===== src/rtl/zoh_upsampler_if.sv =====
// Sample-stream bundle for zoh_upsampler: input sample side with its per-sample
// hold controls, and the output beat side with burst markers.
// master = sample source / beat sink environment, slave = the upsampler itself.
interface zoh_upsampler_if #(
    parameter int DATA_W = 12,
    parameter int HOLD_W = 4
);
    // Input sample side
    logic [HOLD_W-1:0]        i_hold_len;
    logic                     i_mode;
    logic                     s_valid;
    logic                     s_ready;
    logic signed [DATA_W-1:0] s_I;
    logic signed [DATA_W-1:0] s_Q;

    // Output beat side
    logic                     m_valid;
    logic                     m_ready;
    logic signed [DATA_W-1:0] m_I;
    logic signed [DATA_W-1:0] m_Q;
    logic                     m_first;
    logic                     m_last;

    modport master (
        output i_hold_len, i_mode, s_valid, s_I, s_Q, m_ready,
        input  s_ready, m_valid, m_I, m_Q, m_first, m_last
    );

    modport slave (
        input  i_hold_len, i_mode, s_valid, s_I, s_Q, m_ready,
        output s_ready, m_valid, m_I, m_Q, m_first, m_last
    );
endinterface


===== src/rtl/zoh_upsampler.sv =====
// Zero-order-hold / zero-stuff upsampler for I/Q samples. Every accepted sample
// becomes a burst of L output beats (L chosen per sample). An output stage plus a
// one-entry pending buffer lets consecutive bursts run back-to-back. All outputs
// are registered: next-state is computed combinationally, and the output
// registers are loaded from the *next* stage contents so they line up with it.
module zoh_upsampler #(
    parameter int DATA_W   = 12,
    parameter int HOLD_MAX = 8,
    parameter int HOLD_W   = $clog2(HOLD_MAX + 1)
) (
    input  logic             clk,
    input  logic             rst,
    zoh_upsampler_if.slave   bus
);

    localparam logic [HOLD_W-1:0] L_MAX = HOLD_W'(HOLD_MAX);
    localparam logic [HOLD_W-1:0] L_ONE = HOLD_W'(1);

    typedef enum logic [0:0] {
        StEmpty,
        StEmit
    } state_t;

    // Output stage
    state_t                   r_state, w_state;
    logic signed [DATA_W-1:0] r_cur_i, w_cur_i;
    logic signed [DATA_W-1:0] r_cur_q, w_cur_q;
    logic [HOLD_W-1:0]        r_cur_len, w_cur_len;
    logic                     r_cur_mode, w_cur_mode;
    logic [HOLD_W-1:0]        r_idx, w_idx;

    // Pending buffer
    logic                     r_pend_vld, w_pend_vld;
    logic signed [DATA_W-1:0] r_pend_i, w_pend_i;
    logic signed [DATA_W-1:0] r_pend_q, w_pend_q;
    logic [HOLD_W-1:0]        r_pend_len, w_pend_len;
    logic                     r_pend_mode, w_pend_mode;

    // Registered outputs
    logic                     r_s_ready, w_s_ready;
    logic                     r_m_valid, w_m_valid;
    logic signed [DATA_W-1:0] r_m_i, w_m_i;
    logic signed [DATA_W-1:0] r_m_q, w_m_q;
    logic                     r_m_first, w_m_first;
    logic                     r_m_last, w_m_last;

    // Handshake qualifiers
    logic                     w_in_fire;
    logic                     w_out_fire;
    logic                     w_at_last;
    logic [HOLD_W-1:0]        w_in_len;
    logic                     w_zero_beat;

    assign w_in_fire  = bus.s_valid && r_s_ready;
    assign w_out_fire = r_m_valid && bus.m_ready;
    assign w_at_last  = (r_idx == (r_cur_len - L_ONE));

    // Clamp the requested hold length into 1..HOLD_MAX
    always_comb begin
        if (bus.i_hold_len == '0) begin
            w_in_len = L_ONE;
        end else if (bus.i_hold_len > L_MAX) begin
            w_in_len = L_MAX;
        end else begin
            w_in_len = bus.i_hold_len;
        end
    end

    // Next state of the output stage and pending buffer
    always_comb begin
        w_state     = r_state;
        w_cur_i     = r_cur_i;
        w_cur_q     = r_cur_q;
        w_cur_len   = r_cur_len;
        w_cur_mode  = r_cur_mode;
        w_idx       = r_idx;
        w_pend_vld  = r_pend_vld;
        w_pend_i    = r_pend_i;
        w_pend_q    = r_pend_q;
        w_pend_len  = r_pend_len;
        w_pend_mode = r_pend_mode;

        unique case (r_state)
            StEmpty: begin
                if (w_in_fire) begin
                    w_cur_i    = bus.s_I;
                    w_cur_q    = bus.s_Q;
                    w_cur_len  = w_in_len;
                    w_cur_mode = bus.i_mode;
                    w_idx      = '0;
                    w_state    = StEmit;
                end
            end
            StEmit: begin
                if (w_out_fire && w_at_last) begin
                    if (r_pend_vld) begin
                        // s_ready is low while pending is full, so no input races this
                        w_cur_i    = r_pend_i;
                        w_cur_q    = r_pend_q;
                        w_cur_len  = r_pend_len;
                        w_cur_mode = r_pend_mode;
                        w_idx      = '0;
                        w_pend_vld = 1'b0;
                    end else if (w_in_fire) begin
                        // Bypass pending so back-to-back bursts have no bubble
                        w_cur_i    = bus.s_I;
                        w_cur_q    = bus.s_Q;
                        w_cur_len  = w_in_len;
                        w_cur_mode = bus.i_mode;
                        w_idx      = '0;
                    end else begin
                        w_idx   = '0;
                        w_state = StEmpty;
                    end
                end else begin
                    if (w_out_fire) begin
                        w_idx = r_idx + L_ONE;
                    end
                    if (w_in_fire) begin
                        w_pend_vld  = 1'b1;
                        w_pend_i    = bus.s_I;
                        w_pend_q    = bus.s_Q;
                        w_pend_len  = w_in_len;
                        w_pend_mode = bus.i_mode;
                    end
                end
            end
            default: begin
                w_state = StEmpty;
            end
        endcase
    end

    // Output values derived from the next stage contents
    always_comb begin
        w_s_ready   = !w_pend_vld;
        w_m_valid   = (w_state == StEmit);
        w_zero_beat = w_cur_mode && (w_idx != '0);
        if (w_m_valid && !w_zero_beat) begin
            w_m_i = w_cur_i;
            w_m_q = w_cur_q;
        end else begin
            w_m_i = '0;
            w_m_q = '0;
        end
        w_m_first = w_m_valid && (w_idx == '0);
        w_m_last  = w_m_valid && (w_idx == (w_cur_len - L_ONE));
    end

    // State and registered outputs; synchronous reset discards any burst in flight
    always_ff @(posedge clk) begin
        if (rst) begin
            r_state     <= StEmpty;
            r_cur_i     <= '0;
            r_cur_q     <= '0;
            r_cur_len   <= L_ONE;
            r_cur_mode  <= 1'b0;
            r_idx       <= '0;
            r_pend_vld  <= 1'b0;
            r_pend_i    <= '0;
            r_pend_q    <= '0;
            r_pend_len  <= L_ONE;
            r_pend_mode <= 1'b0;
            r_s_ready   <= 1'b0;
            r_m_valid   <= 1'b0;
            r_m_i       <= '0;
            r_m_q       <= '0;
            r_m_first   <= 1'b0;
            r_m_last    <= 1'b0;
        end else begin
            r_state     <= w_state;
            r_cur_i     <= w_cur_i;
            r_cur_q     <= w_cur_q;
            r_cur_len   <= w_cur_len;
            r_cur_mode  <= w_cur_mode;
            r_idx       <= w_idx;
            r_pend_vld  <= w_pend_vld;
            r_pend_i    <= w_pend_i;
            r_pend_q    <= w_pend_q;
            r_pend_len  <= w_pend_len;
            r_pend_mode <= w_pend_mode;
            r_s_ready   <= w_s_ready;
            r_m_valid   <= w_m_valid;
            r_m_i       <= w_m_i;
            r_m_q       <= w_m_q;
            r_m_first   <= w_m_first;
            r_m_last    <= w_m_last;
        end
    end

    assign bus.s_ready = r_s_ready;
    assign bus.m_valid = r_m_valid;
    assign bus.m_I     = r_m_i;
    assign bus.m_Q     = r_m_q;
    assign bus.m_first = r_m_first;
    assign bus.m_last  = r_m_last;

endmodule


===== src/flat_wrapper.sv =====
// flat-port wrapper written by rule: the top's interface ports become plain ports
module zoh_upsampler_flat 
#(
    parameter int DATA_W   = 12,
    parameter int HOLD_MAX = 8,
    parameter int HOLD_W   = $clog2(HOLD_MAX + 1)
)
  (clk, rst, bus_i_hold_len, bus_i_mode, bus_s_valid, bus_s_I, bus_s_Q, bus_m_ready, bus_s_ready, bus_m_valid, bus_m_I, bus_m_Q, bus_m_first, bus_m_last);
  zoh_upsampler_if #(.DATA_W(DATA_W), .HOLD_W(HOLD_W)) bus_i ();
  input  logic clk;
  input  logic rst;
  input wire logic [$bits(bus_i.i_hold_len)-1:0] bus_i_hold_len;
  input wire logic [$bits(bus_i.i_mode)-1:0] bus_i_mode;
  input wire logic [$bits(bus_i.s_valid)-1:0] bus_s_valid;
  input wire logic [$bits(bus_i.s_I)-1:0] bus_s_I;
  input wire logic [$bits(bus_i.s_Q)-1:0] bus_s_Q;
  input wire logic [$bits(bus_i.m_ready)-1:0] bus_m_ready;
  output wire logic [$bits(bus_i.s_ready)-1:0] bus_s_ready;
  output wire logic [$bits(bus_i.m_valid)-1:0] bus_m_valid;
  output wire logic [$bits(bus_i.m_I)-1:0] bus_m_I;
  output wire logic [$bits(bus_i.m_Q)-1:0] bus_m_Q;
  output wire logic [$bits(bus_i.m_first)-1:0] bus_m_first;
  output wire logic [$bits(bus_i.m_last)-1:0] bus_m_last;
  assign bus_i.i_hold_len = bus_i_hold_len;
  assign bus_i.i_mode = bus_i_mode;
  assign bus_i.s_valid = bus_s_valid;
  assign bus_i.s_I = bus_s_I;
  assign bus_i.s_Q = bus_s_Q;
  assign bus_i.m_ready = bus_m_ready;
  assign bus_s_ready = bus_i.s_ready;
  assign bus_m_valid = bus_i.m_valid;
  assign bus_m_I = bus_i.m_I;
  assign bus_m_Q = bus_i.m_Q;
  assign bus_m_first = bus_i.m_first;
  assign bus_m_last = bus_i.m_last;
  zoh_upsampler #(.DATA_W(DATA_W), .HOLD_MAX(HOLD_MAX), .HOLD_W(HOLD_W)) u_core (.clk(clk), .rst(rst), .bus(bus_i));
endmodule

===== config.mk =====
export PLATFORM = sky130hd
export DESIGN_NAME = zoh_upsampler_flat
export DESIGN_NICKNAME = d
export VERILOG_FILES = /design/src/rtl/zoh_upsampler_if.sv /design/src/rtl/zoh_upsampler.sv /design/src/flat_wrapper.sv
export SDC_FILE = /design/constraint.sdc
export NUM_CORES = 1
export LEC_CHECK = 0
export ABC_CLOCK_PERIOD_IN_PS = 4200
export CAP_MARGIN = 20
export CORE_MARGIN = 5
export CORE_UTILIZATION = 45
export DETAILED_ROUTE_END_ITERATION = 7
export PLACE_DENSITY = 0.79
export SETUP_SLACK_MARGIN = 0.02
export SYNTH_ARGS = -nofsm -noshare
export SYNTH_HDL_FRONTEND = slang
export SYNTH_SLANG_ARGS = --single-unit

===== constraint.sdc =====
create_clock -name clk -period 4.2 [get_ports clk]
set_clock_uncertainty 0.05 [all_clocks]
set_input_delay 1.26 -clock clk [delete_from_list [all_inputs] [get_ports clk]]
set_output_delay 1.26 -clock clk [all_outputs]
set_load 0.03 [all_outputs]

==> summary.md <==
| Metric | Value |
|---|---|
| Number of gates resized after CTS | 0 |
| Initial antenna violation count | 0 |
| Total die area | between 9000 and 10000 µm² |
| Total count of max-transition violations in the final report | 0 |
| Flip-flop and latch count after synthesis | 91 |
| Proportion of synthesized flip-flops having asynchronous set or reset | 0% |
| Data arrival time of the critical path | 3.84 ns |
| Global placer's final weighted congestion | between 0.9 and 1 |
| Post-synthesis sequential area ratio | 51.23% |
| Maximum fanout count along the critical path | 6 |
| Count of final setup violators | 0 |
| Worst path required time | approximately 4.4 ns |
| Proportion of netlist area held by the largest area contributor | 51.23% |
| Relative max-transition margin | between 20 and 30% |
| ANT nets after route | 0 |
| Final sum of negative setup slack | 0 ns |
| Clock Tree Buf Depth | 2 |
| Nets in the synthesized netlist | around 420 |
| Total length of routed wires | 8767 µm |
| Clock latency on the worst-skew pair | 0.36 ns |
| Clock transition at the registers of the reported paths | approximately 0.10 ns |
| Cell count after synthesis | between 300 and 400 |
| Vias per cell | 5.614 |
| Highest Clock Rate | 277.2 MHz |
| Max Cap Violations | 0 |
| Static Leak | about 1.6 nW |
| Drt drc | 0 |
| Main area contributors after synthesis | sky130_fd_sc_hd__dfxtp_1, sky130_fd_sc_hd__nor2_1, sky130_fd_sc_hd__nand2_1, sky130_fd_sc_hd__a222oi_1, sky130_fd_sc_hd__a21oi_1 |
| Filler cells | 675 |
| Number of flops mapped to enable cells by yosys | 0 |
| Biggest area consumer among synthesized cells | sky130_fd_sc_hd__dfxtp_1 |
| Total via count in the routed design | 3065 |
| Synth Warn # | 0 |
| Setup Buffers After CTS | 0 |
| Min cycle time layout | 3.608 ns |
| Slew at the pin closest to its max-slew limit | 1.077 ns |
| Root Driver | sky130_fd_sc_hd__clkbuf_8 |
| Port Buf Inserts | 60 |
| Die X | just under 100 µm |
| Starting density of the core | 46.02% |
| Synth unique cells | 53 |
| CTS Buf Count | 9 |
| Combined area of all synthesized cells | 3556 µm² |
| TritonCTS clock tree | yes |
| Top FF cell, synth | sky130_fd_sc_hd__dfxtp_1 |
| Number of antenna cells inserted | 0 |
| Overall Global Routing Usage | 18.21% |
| Die Height | 98.90 µm |
| Mean cell area of the mapped netlist | around 9.2 µm² |
| Wire length per cell | approximately 16 µm |
| Category of the worst setup path launch point | input port |
| Largest net degree at the start of global routing | 65 |
| TritonCTS sink count | 91 |
| Placed wire-length estimate after detailed placement | about 5900 µm |
| Crit path kind | in2reg |
| HP Class | reg2reg |
| RSZ-0062 raised after global routing | no |
| Top-level I/O count | 61 |
| Number of core rows | 32 |
| Iteration-0 DRC count of the detailed router | approximately 340 |
| Endpoint type of the worst setup path | flip-flop |
| Placed cell count | 530 |
| Core region area | 7727 µm² |
| Peak ir drop on the vdd network | 0.2469 mV |
| H-tree depth | 3 |
| Syn-to-layout area delta | 24.91% |
| Via count of the first global-routing pass | 3066 |
| Final worst path period share | 85.90% |
| Power density over the cells | 404.2 nW/µm² |
| Hold violation total from the final report | 0 |
| Layout Utilization | 57.48% |
| Wire length of the first global-routing pass | ~15000 µm |
| Total Nets Final | 475 |
| Number of detailed-route iterations in the first pass | 5 |
| Finished Layout Cells | 546 |
| Run status | finished, final reports clean |
| Share of final-layout standard cells stronger than drive strength 1 | under 10% |
| Post-cts hold buffer count | 0 |
| Remaining global-route overflow | 0 |
-- cell usage in the layout, fill, tap and decap left out, drive strengths merged, types with 2 or more instances in the layout --
cell type      count
nor2              66
inv                9
a221oi             2
o211ai             2
nor3               3
a211oi             2
clkinv             3
nand3              2
a22oi              2
o21ai              8
a21boi             2
clkbuf             9
nand4              4
a221o              2
o31ai              2
ha                 3
a21oi             35
xor2               8
buf                9
o32a               2
xnor2              3
nand2             65
a31oi              2
nor2b              3
mux2i              2
dfxtp             91
a222oi            23
clkdlybuf4s50     59
and2               4
nand2b             3
and3b              2
nor4               2
a21o               2
-- logic make-up (layout without fill, tap and decap cells) --
logic type                 after synthesis  in the layout  synth area share [%]
DFF                                     91             91                 51.23
AOI/OAI and AO/OA                       90             90                 19.18
and+or+nand+nor                        156            156                 19.78
adders and majority gates                3              3                 1.056
xor gates and xnor gates                12             12                 4.293
muxes                                    3              3                0.8797
buffers and inverters                   30             89                 3.589
-- metrics by stage --
stage / hold slack, ns / total power (W) / setup WS [ns] / cell area (µm²)
2_1_floorplan: 0.3860 / 0.001133 / 1.112 / 3556
3_3_place_gp: 0.3910 / 0.001234 / 0.3507 / 4249
3_5_place_dp: 0.3994 / 0.001243 / 0.2427 / 4249
4_1_cts: 0.4133 / 0.001805 / 0.6203 / 4442
5_1_grt: 0.4263 / 0.001873 / 0.4513 / 4442
6_report: 0.4090 / 0.001795 / 0.5924 / 4442
-- cell usage after synthesis, types with 2 or more instances --
master                     count
sky130_fd_sc_hd__dfxtp_1      91
sky130_fd_sc_hd__nor2_1       65
sky130_fd_sc_hd__nand2_1      64
sky130_fd_sc_hd__a21oi_1      33
sky130_fd_sc_hd__a222oi_1     23
sky130_fd_sc_hd__clkbuf_1     19
sky130_fd_sc_hd__o21ai_0       6
sky130_fd_sc_hd__xor2_1        6
sky130_fd_sc_hd__inv_1         5
sky130_fd_sc_hd__and2_1        4
sky130_fd_sc_hd__buf_2         3
sky130_fd_sc_hd__buf_4         3
sky130_fd_sc_hd__ha_1          3
sky130_fd_sc_hd__nand2b_1      3
sky130_fd_sc_hd__nand4_1       3
sky130_fd_sc_hd__nor2b_1       3
sky130_fd_sc_hd__a21boi_0      2
sky130_fd_sc_hd__a21o_1        2
sky130_fd_sc_hd__a21oi_2       2
sky130_fd_sc_hd__a221o_1       2
sky130_fd_sc_hd__a22oi_1       2
sky130_fd_sc_hd__a31oi_1       2
sky130_fd_sc_hd__and3b_1       2
sky130_fd_sc_hd__mux2i_1       2
sky130_fd_sc_hd__nand3_1       2
sky130_fd_sc_hd__nor3_2        2
sky130_fd_sc_hd__o211ai_1      2
sky130_fd_sc_hd__o21ai_1       2
sky130_fd_sc_hd__o32a_1        2
sky130_fd_sc_hd__xnor2_1       2
-- sequential cells by signal, indices dropped and copies added (netlist names) --
register / count
u_core.r_pend_q: 12
u_core.r_pend_vld: 1
u_core.bus.s_ready: 1
u_core.r_cur_mode: 1
u_core.r_pend_len: 4
u_core.r_state: 1
u_core.r_pend_i: 12
u_core.bus.m_first: 1
u_core.r_cur_len: 4
u_core.r_cur_q: 12
u_core.r_pend_mode: 1
u_core.bus.m_Q: 12
u_core.r_cur_i: 12
u_core.bus.m_last: 1
u_core.bus.m_I: 12
u_core.r_idx: 4
-- worst paths after layout --
path / start / endpoint / slack, ns / cells after the start
setup / recovery: bus_m_ready / u_core.bus.m_last / 0.59 / 10
setup reg to reg: u_core.r_cur_len[0] / u_core.bus.m_last / 1.13 / 11
hold / removal: u_core.r_pend_mode / u_core.r_pend_mode / 0.41 / 2
hold reg to reg: u_core.r_pend_mode / u_core.r_pend_mode / 0.41 / 2
-- worst max-delay path: stages --
cell                              delay, ns
sky130_fd_sc_hd__clkdlybuf4s50_1       0.53
sky130_fd_sc_hd__and2_1                0.23
sky130_fd_sc_hd__and4_1                0.38
sky130_fd_sc_hd__a21oi_1               0.16
sky130_fd_sc_hd__a221oi_2              0.38
sky130_fd_sc_hd__ha_1                  0.22
sky130_fd_sc_hd__and3b_1               0.19
sky130_fd_sc_hd__a211oi_1              0.25
sky130_fd_sc_hd__nand4_1               0.14
sky130_fd_sc_hd__o31ai_2               0.08
-- area by class of cell --
cell class / count / area [µm²] / area share (%)
Clock buffer: 9 / 123.9 / 2.789
Tap cell: 102 / 127.6 / 2.873
Multi-Input combinational cell: 264 / 1625 / 36.59
Timing Repair Buffer: 68 / 655.6 / 14.76
Clock inverter: 7 / 68.82 / 1.549
Sequential cell: 91 / 1822 / 41.01
Inverter: 5 / 18.77 / 0.4225
-- power breakdown --
| part | leakage, nW | switching [W] | internal, W | total [W] |
|---|---|---|---|---|
| clock | 0.0997 | 0.000338 | 0.000233 | 0.000571 |
| sequential | 0.739 | 0.0000227 | 0.000900 | 0.000922 |
| combinational | 0.740 | 0.000179 | 0.000123 | 0.000302 |
-- metal layers --
metal / vias up / global-route usage, % / part of all wire [%]
met2: 118 / 30.94 / 51
li1: 1466 / - / -
met5: - / 0 / 0
met3: 17 / 4.246 / 6.5
met4: 0 / 7.773 / 1.7
met1: 1464 / 21.98 / 41
Power figures use the tool's default switching activity.
